`src/rtl/cache_fill_fsm_pkg.sv`:
```
// Shared definitions for the cache miss fill controller.
// Holds the state encoding, block geometry and counter width.
package cache_fill_fsm_pkg;

  typedef enum logic {
    ST_IDLE = 1'b0,
    ST_FILL = 1'b1
  } state_t;

  localparam int WORDS_PER_BLOCK = 8;
  localparam int BLOCK_BYTES     = 16;
  localparam logic [15:0] OFFSET_MASK = ~16'(BLOCK_BYTES - 1);

  // One extra bit so the issue counter can represent "all words requested".
  localparam int CNT_W = $clog2(WORDS_PER_BLOCK) + 1;

endpackage

```
`src/rtl/cache_fill_fsm_fill_counter.sv`:
```
// Fill progress counter with synchronous clear, enable and a terminal-value flag.
// Used once for issued requests and once for received words.
module fill_counter
  import cache_fill_fsm_pkg::*;
#(
  parameter int WIDTH    = CNT_W,
  parameter int TERMINAL = WORDS_PER_BLOCK
) (
  input  logic             clk,
  input  logic             rst_n,
  input  logic             i_clr,
  input  logic             i_en,
  output logic [WIDTH-1:0] o_count,
  output logic             o_terminal
);

  logic [WIDTH-1:0] r_count;

  // NOTE: sequential state uses non-blocking assignments so every flop samples pre-edge values.
  always_ff @(posedge clk or negedge rst_n) begin
    if (!rst_n) begin
      r_count <= '0;
    end else if (i_clr) begin
      r_count <= '0;
    end else if (i_en) begin
      r_count <= r_count + 1'b1;
    end
  end

  assign o_count    = r_count;
  assign o_terminal = (r_count == WIDTH'(TERMINAL));

endmodule

```
`src/rtl/cache_fill_fsm.sv`:
```
// Miss-handling controller: stalls the pipeline, streams one block from memory
// into the cache data array in request order, then writes the tag.
module cache_fill_fsm
  import cache_fill_fsm_pkg::*;
#(
  parameter int WORDS_PER_BLOCK = 8,
  parameter int ADDR_W          = 16,
  parameter int DATA_W          = 16
) (
  input  logic                               clk,
  input  logic                               rst_n,
  input  logic                               miss_detected,
  input  logic [ADDR_W-1:0]                  miss_address,
  input  logic                               memory_data_valid,
  input  logic [DATA_W-1:0]                  memory_data,
  output logic                               fsm_busy,
  output logic                               mem_read_en,
  output logic [ADDR_W-1:0]                  memory_address,
  output logic                               write_data_array,
  output logic [$clog2(WORDS_PER_BLOCK)-1:0] data_word_index,
  output logic [DATA_W-1:0]                  fill_data,
  output logic                               write_tag_array,
  output logic [ADDR_W-1:0]                  fill_base
);

  localparam int IDX_W      = $clog2(WORDS_PER_BLOCK);
  localparam int WORD_SHIFT = $clog2(DATA_W / 8);
  // Sign-extending the mask keeps every tag bit set whatever the address width.
  localparam logic [ADDR_W-1:0] BASE_MASK = ADDR_W'($signed(OFFSET_MASK));

  state_t            r_state;
  logic [ADDR_W-1:0] r_fill_base;

  logic [CNT_W-1:0]  w_issue_cnt;
  logic [IDX_W-1:0]  w_recv_cnt;
  logic              w_issue_done;
  logic              w_recv_last;
  logic              w_in_fill;
  logic              w_issue;
  logic              w_recv;
  logic              w_done;

  assign w_in_fill = (r_state == ST_FILL);
  assign w_issue   = w_in_fill & ~w_issue_done;
  assign w_recv    = w_in_fill & memory_data_valid;
  assign w_done    = w_recv & w_recv_last;

  fill_counter #(
    .WIDTH   (CNT_W),
    .TERMINAL(WORDS_PER_BLOCK)
  ) u_issue_cnt (
    .clk       (clk),
    .rst_n     (rst_n),
    .i_clr     (w_done),
    .i_en      (w_issue),
    .o_count   (w_issue_cnt),
    .o_terminal(w_issue_done)
  );

  // The receive index never needs to reach WORDS_PER_BLOCK: the last word clears it.
  fill_counter #(
    .WIDTH   (IDX_W),
    .TERMINAL(WORDS_PER_BLOCK - 1)
  ) u_recv_cnt (
    .clk       (clk),
    .rst_n     (rst_n),
    .i_clr     (w_done),
    .i_en      (w_recv),
    .o_count   (w_recv_cnt),
    .o_terminal(w_recv_last)
  );

  always_ff @(posedge clk or negedge rst_n) begin
    if (!rst_n) begin
      r_state     <= ST_IDLE;
      r_fill_base <= '0;
    end else begin
      case (r_state)
        ST_IDLE: begin
          if (miss_detected) begin
            r_fill_base <= miss_address & BASE_MASK;
            r_state     <= ST_FILL;
          end
        end
        ST_FILL: begin
          if (w_done) begin
            r_state <= ST_IDLE;
          end
        end
      endcase
    end
  end

  // Base has a cleared offset field, so OR-ing the word offset never carries into the tag.
  assign memory_address   = w_issue ? (r_fill_base | (ADDR_W'(w_issue_cnt) << WORD_SHIFT)) : '0;
  assign fsm_busy         = w_in_fill | miss_detected;
  assign mem_read_en      = w_issue;
  assign write_data_array = w_recv;
  assign data_word_index  = w_recv_cnt;
  assign fill_data        = memory_data;
  assign write_tag_array  = w_done;
  assign fill_base        = r_fill_base;

endmodule
```
`config.mk`:
```
export PLATFORM = sky130hd
export DESIGN_NAME = cache_fill_fsm
export DESIGN_NICKNAME = d
export VERILOG_FILES = /design/src/rtl/cache_fill_fsm_pkg.sv /design/src/rtl/cache_fill_fsm_fill_counter.sv /design/src/rtl/cache_fill_fsm.sv
export SDC_FILE = /design/constraint.sdc
export NUM_CORES = 1
export LEC_CHECK = 0
export CAP_MARGIN = 20
export CELL_PAD_IN_SITES_DETAIL_PLACEMENT = 1
export CELL_PAD_IN_SITES_GLOBAL_PLACEMENT = 2
export CORE_ASPECT_RATIO = 0.7
export CORE_MARGIN = 2
export CORE_UTILIZATION = 16
export CTS_CLUSTER_SIZE = 40
export DETAILED_ROUTE_END_ITERATION = 6
export HOLD_SLACK_MARGIN = 0.08
export PLACE_DENSITY = 0.74
export SLEW_MARGIN = 30
export SYNTH_ARGS = -nofsm -noshare
export SYNTH_HDL_FRONTEND = slang
export SYNTH_SLANG_ARGS = --single-unit
```
`constraint.sdc`:
```
create_clock -name clk -period 1.6 [get_ports clk]
set_clock_uncertainty 0.2 [all_clocks]
set_input_delay 0.24 -clock clk [delete_from_list [all_inputs] [get_ports clk]]
set_output_delay 0.24 -clock clk [all_outputs]
set_load 0.01 [all_outputs]
```
Word-level counts from Yosys, hierarchy flattened
Index checks and enable logic that the tools add are counted.
- register bits: 20
- bits of input ports: 36
- $add $sub $neg: 2
- eq/ne operators: 2
- multiplexer cells: 8
- bitwise operators: 7
- reduce and logical (&&, ||, !) cells: 3
- operators with widths (cell ; count):
    $mux W16 ; 1
    $or A16 B5 Y16 ; 1
    $mux W4 ; 2
    $mux W3 ; 2
    $add A4 B1 Y4 const B ; 1
    $eq A4 B4 Y1 const B ; 1
    $reduce_bool A2 Y1 ; 2
    $add A3 B1 Y3 const B ; 1
    $and A1 B1 Y1 ; 3
    $eq A3 B3 Y1 const B ; 1
    $mux W1 ; 2
    $not A1 Y1 ; 2
    $pmux W1 S2 ; 1
    $reduce_and A2 Y1 ; 1
    $or A1 B1 Y1 ; 1

Logic depth before layout (Yosys ltp)
- depth in word-level cells: 5
- depth in mapped cells: 6
- mapped depth without buffers: 5

By module
From an unflattened synthesis, not the netlist that was laid out.
- cells, all modules: 103
- area total of the unflattened synthesis: 1177.4 µm²
- by module, submodules not included (module ; times used ; cells each ; area an instance (µm²)):
    cache_fill_fsm ; 1 ; 71 ; 817.0
    fill_counter at u_issue_cnt ; 1 ; 21 ; 220.2
    fill_counter at u_recv_cnt ; 1 ; 11 ; 140.1

Worst setup path after synthesis
OpenSTA, ideal clock, no wires.
- path type: reg-to-reg
- start: register u_recv_cnt.r_count[0], in the netlist u_recv_cnt.o_count[0]
- end: register u_issue_cnt.r_count[2], in the netlist u_issue_cnt.o_count[2]
- data arrival time: 1.403 ns
- required time: 1.322 ns
- setup slack: -0.081 ns
- cell stages (with the launch flop): 7
- period minus slack after synthesis: 1.681 ns
- cell sequence: dfrtp_1 > ha_1 > ha_1 > and3_1 > buf_4 > o21ai_0 > o2bb2ai_1
- cells in the longest elaborated chain, start to end: 3
- elaborated cells on any way between the ends: 4
- those cells by class: 1 x eq/ne; 1 x mux; 1 x bitwise; 1 x reduce/logical
- RTL lines (item ; RTL line ; RTL):
    start: declaration ; cache_fill_fsm_fill_counter.sv:17 ; logic [WIDTH-1:0] r_count;
    start signal: assignment ; cache_fill_fsm_fill_counter.sv:26 ; r_count <= r_count + 1'b1;
    $eq A3 B3 Y1 * ; cache_fill_fsm_fill_counter.sv:31 ; assign o_terminal = (r_count == WIDTH'(TERMINAL));
    $and A1 B1 Y1 * ; cache_fill_fsm.sv:46 ; assign w_done = w_recv & w_recv_last;
    named net write_tag_array ; cache_fill_fsm.sv:22 ; output logic write_tag_array,
    $mux W4 / $reduce_bool A2 Y1 (equally long branches) ; n/a ;
    end signal: assignment ; cache_fill_fsm_fill_counter.sv:26 ;
    end: declaration ; cache_fill_fsm_fill_counter.sv:17 ;
The timed path passes the listed nets; every way through them passes the cells marked *.
A chain may end at the register's enable or synchronous reset.

Worst setup path in the final report
- start: register u_issue_cnt.r_count[0], in the netlist u_issue_cnt.o_count[0]
- end: output memory_address[15]
- cells in the longest elaborated chain, start to end: 4
- RTL lines (item ; RTL line ; RTL):
    $eq A4 B4 Y1 ; cache_fill_fsm_fill_counter.sv:31 ;
    $not A1 Y1 ; cache_fill_fsm.sv:44 ; assign w_issue = w_in_fill & ~w_issue_done;
    $and A1 B1 Y1 ; cache_fill_fsm.sv:44 ;
    $mux W16 ; cache_fill_fsm.sv:95 ; assign memory_address = w_issue ? (r_fill_base | (ADDR_W'(w_issue_cnt) << WORD_SHIFT)) : '0;
    end: declaration ; cache_fill_fsm.sv:18 ; output logic [ADDR_W-1:0] memory_address,
No other way between the ends.

==> key figures <==
Worst setup path
  – CP required: 1.16 ns
  – Critical Path Max Stage Delay: 0.40 ns
  – Cell family with most CP delay: flip-flops
  – Crit path top cell by count: buf_6
  – Crit path buf inv count: 3
  – Critical path data arrival time: 1.59 ns
  – CP startpoint kind: register
  – Slowest-stage cell, CP: dfrtp_1
  – Critical Path Fanout Max: 8
  – CP Capture Type: output pin
  – CP Class: register to output pin
  – CP cell instances: inv_2 > ha_4 > nand2_4 > o21a_4 > buf_6 > and2_4 > buf_6

Global routing
  – Tot GR Track Use: 9.73%
  – Initial antenna violation count: 0
  – GRT busiest layer: met2
  – Met3 Use GR: 2.74%
  – GR Layer Usage met2: 15.5%
  – Global-route wire length before repair: 5950 µm
  – Largest net degree at the start of global routing: 21
  – Vias in the first global route: 1112
  – Met1 usage: 13.0%
  – Total grt overflow: 0

Timing
  – Final Hold Fails: 0
  – Final Max Slew Viols: 0
  – Hold_ws: 0.119 ns
  – Final worst-path setup slack: -0.435 ns
  – RSZ-0062 raised after global routing: yes
  – Final Cycle Share: 127%
  – Finish-stage setup viols: 20
  – Max Freq: 0.491 GHz
  – Tmin final: 2.03 ns

Logic synthesis
  – Syn_area_per_cell: 10.9 µm²
  – Distinct cells, synth: 27
  – Yosys top cell area share: 42.6%
  – Fraction of registers with async set/reset: 100%
  – Most area-consuming cells after synthesis: dfrtp_1, buf_4, mux2_2
  – Synthesized flop and latch total: 20
  – EDFF count, synth: 0
  – Primary FF master, synth: dfrtp_1
  – Synth warn: 0
  – Synthesized cell area: 1170 µm²
  – Cells after Synth: 108
  – Seq/Total Area, Yosys: 42.6%
  – Largest area contributor in the netlist: dfrtp_1

Placement
  – Post-DP HPWL: 2350 µm
  – Worst slack, placed: -0.467 ns
  – Placer Congestion: 0.673
  – Port-buffer cells: 49
  – Placed cells: 251
  – Placed instance area: 1790 µm²

Finish
  – Fin util: 30.9%
  – Commonest non-fill, non-tap cell in the layout: buf_6
  – Most frequent cells in the layout: buf_6, buf_4, dfrtp_1
  – # fillers: 829
  – Share of cells above drive strength 1: 59.5%
  – Multi-input gate area: 637 µm²
  – Post-Layout Cell Count: 283
  – Ant diodes: 0
  – Sequential cell area: 502 µm²
  – Area delta synth->final: 90.2%
  – Fin nets: 226
  – Fin area: 2230 µm²

Clock tree
  – CTS H-tree lvls: 1
  – CTS tree: yes
  – Clock root buffer: clkbuf_8
  – Clock Latency Late Sink: 0.27 ns
  – Clock slew seen by the registers of the worst setup and hold paths: 0.08 ns
  – Clk sink count: 20
  – Max Root-Sink Buffers: 2
  – TritonCTS Buffers: 3
  – Hold Buf Count CTS: 0

Drt
  – Antenna Nets Post-Route: 0
  – Iteration-0 DRC Markers: 12
  – DRT Pass-1 Iters: 3
  – WL per Instance: 13.5 µm
  – Via-to-Cell Ratio: 3.59
  – DRC: 0
  – WL final: 3810 µm
  – Via count: 1017

Die
  – Die width: 106 µm
  – Starting Density: 16.3%
  – Die H: 75.7 µm
  – Num ports: 91
  – Row count: 26
  – Die area: 8060 µm²
  – Core area: 7220 µm²

Pwr
  – Peak VDD IR: 0.807 mV
  – Pleak: 1.06 nW
  – Pwr/cell area: 1980 nW/µm²

Run status
  – Outcome: complete, but fails checks
  – Failing checks: setup timing

Job
  – Max-cap viol count: 0

Hold path
  – Worst hold path type: primary input to asynchronous set/reset pin
[metal layers]
metal | vias up | routed length [µm]
met5 | - | 0
met4 | 0 | 53
met3 | 8 | 215
met2 | 28 | 1710
met1 | 494 | 1830
li1 | 487 | -
[worst paths after layout]
kind / end / slack, ns / from / cells after the start
max in group asynchronous: r_state$_DFF_PN0_ / 0.84 / rst_n / 2
max: memory_address[15] / -0.43 / u_issue_cnt.o_count[0]$_DFFE_PN0P_ / 7
max reg2reg: u_issue_cnt.o_count[0]$_DFFE_PN0P_ / -0.36 / u_issue_cnt.o_count[0]$_DFFE_PN0P_ / 12
min: fill_base[9]$_DFFE_PN0P_ / 0.12 / rst_n / 2
min in group clk: fill_data[15] / 0.28 / memory_data[15] / 0
min reg2reg: fill_base[10]$_DFFE_PN0P_ / 0.33 / fill_base[10]$_DFFE_PN0P_ / 1
[where the power goes]
part	internal (mW)	total, mW	switching (mW)
Sequential	0.752	0.932	0.181
Clock	0.220	0.411	0.191
Combinational	1.97	3.08	1.10
[worst register-to-register path, delay by kind of cell, from the launching register on]
family | cells | cell delay (ns)
mux | 1 | 0.14
buf+inv | 10 | 1.08
flops | 1 | 0.38
simple gates | 1 | 0.10
[cells in the mapped netlist (2+ instances only)]
| library cell | instances |
|---|---|
| buf_4 | 23 |
| dfrtp_1 | 20 |
| and2_1 | 15 |
| mux2_2 | 12 |
| nand2_1 | 5 |
| ha_1 | 4 |
| inv_1 | 3 |
| nor2_1 | 3 |
| o21ai_0 | 3 |
| buf_6 | 2 |
| nand2b_1 | 2 |
[per-stage QoR]
stage               power [mW]  setup TNS [ns]
floorplan                 2.04          -0.506
global placement          3.20           -8.98
detailed placement        3.23           -9.45
CTS                       4.35           -7.44
global route              4.75           -7.52
finish                    4.42           -6.26
[flip-flops by register name (all words and copies together), names as in the netlist]
register and count:
u_recv_cnt.o_count 3, r_state 1, u_issue_cnt.o_count 4, fill_base 12
[final cells by class]
type / instances / share of cell area (%)
clock buffer: 4 / 2.46
inverter: 3 / 0.504
multi-input combinational: 65 / 28.5
sequential: 20 / 22.5
tap: 98 / 5.49
timing repair buffer: 93 / 40.6
[cells by family after synthesis]
family          share of synthesized area, %
flops                                   42.6
xor+xnor                               0.746
mux                                     12.8
fa+ha+maj                               4.26
buf+inv                                 17.6
simple gates                            16.2
compound gates                          5.54
other cells                            0.319
[repair_timing]
action                     4_1_cts  5_1_grt
cloned                           2        0
pin swaps                       14        5
setup endpoints to repair       49       35
gates resized for setup        152       12
setup buffers                   29        8
hold endpoints to repair         0        0
Power figures use the tool's default switching activity.
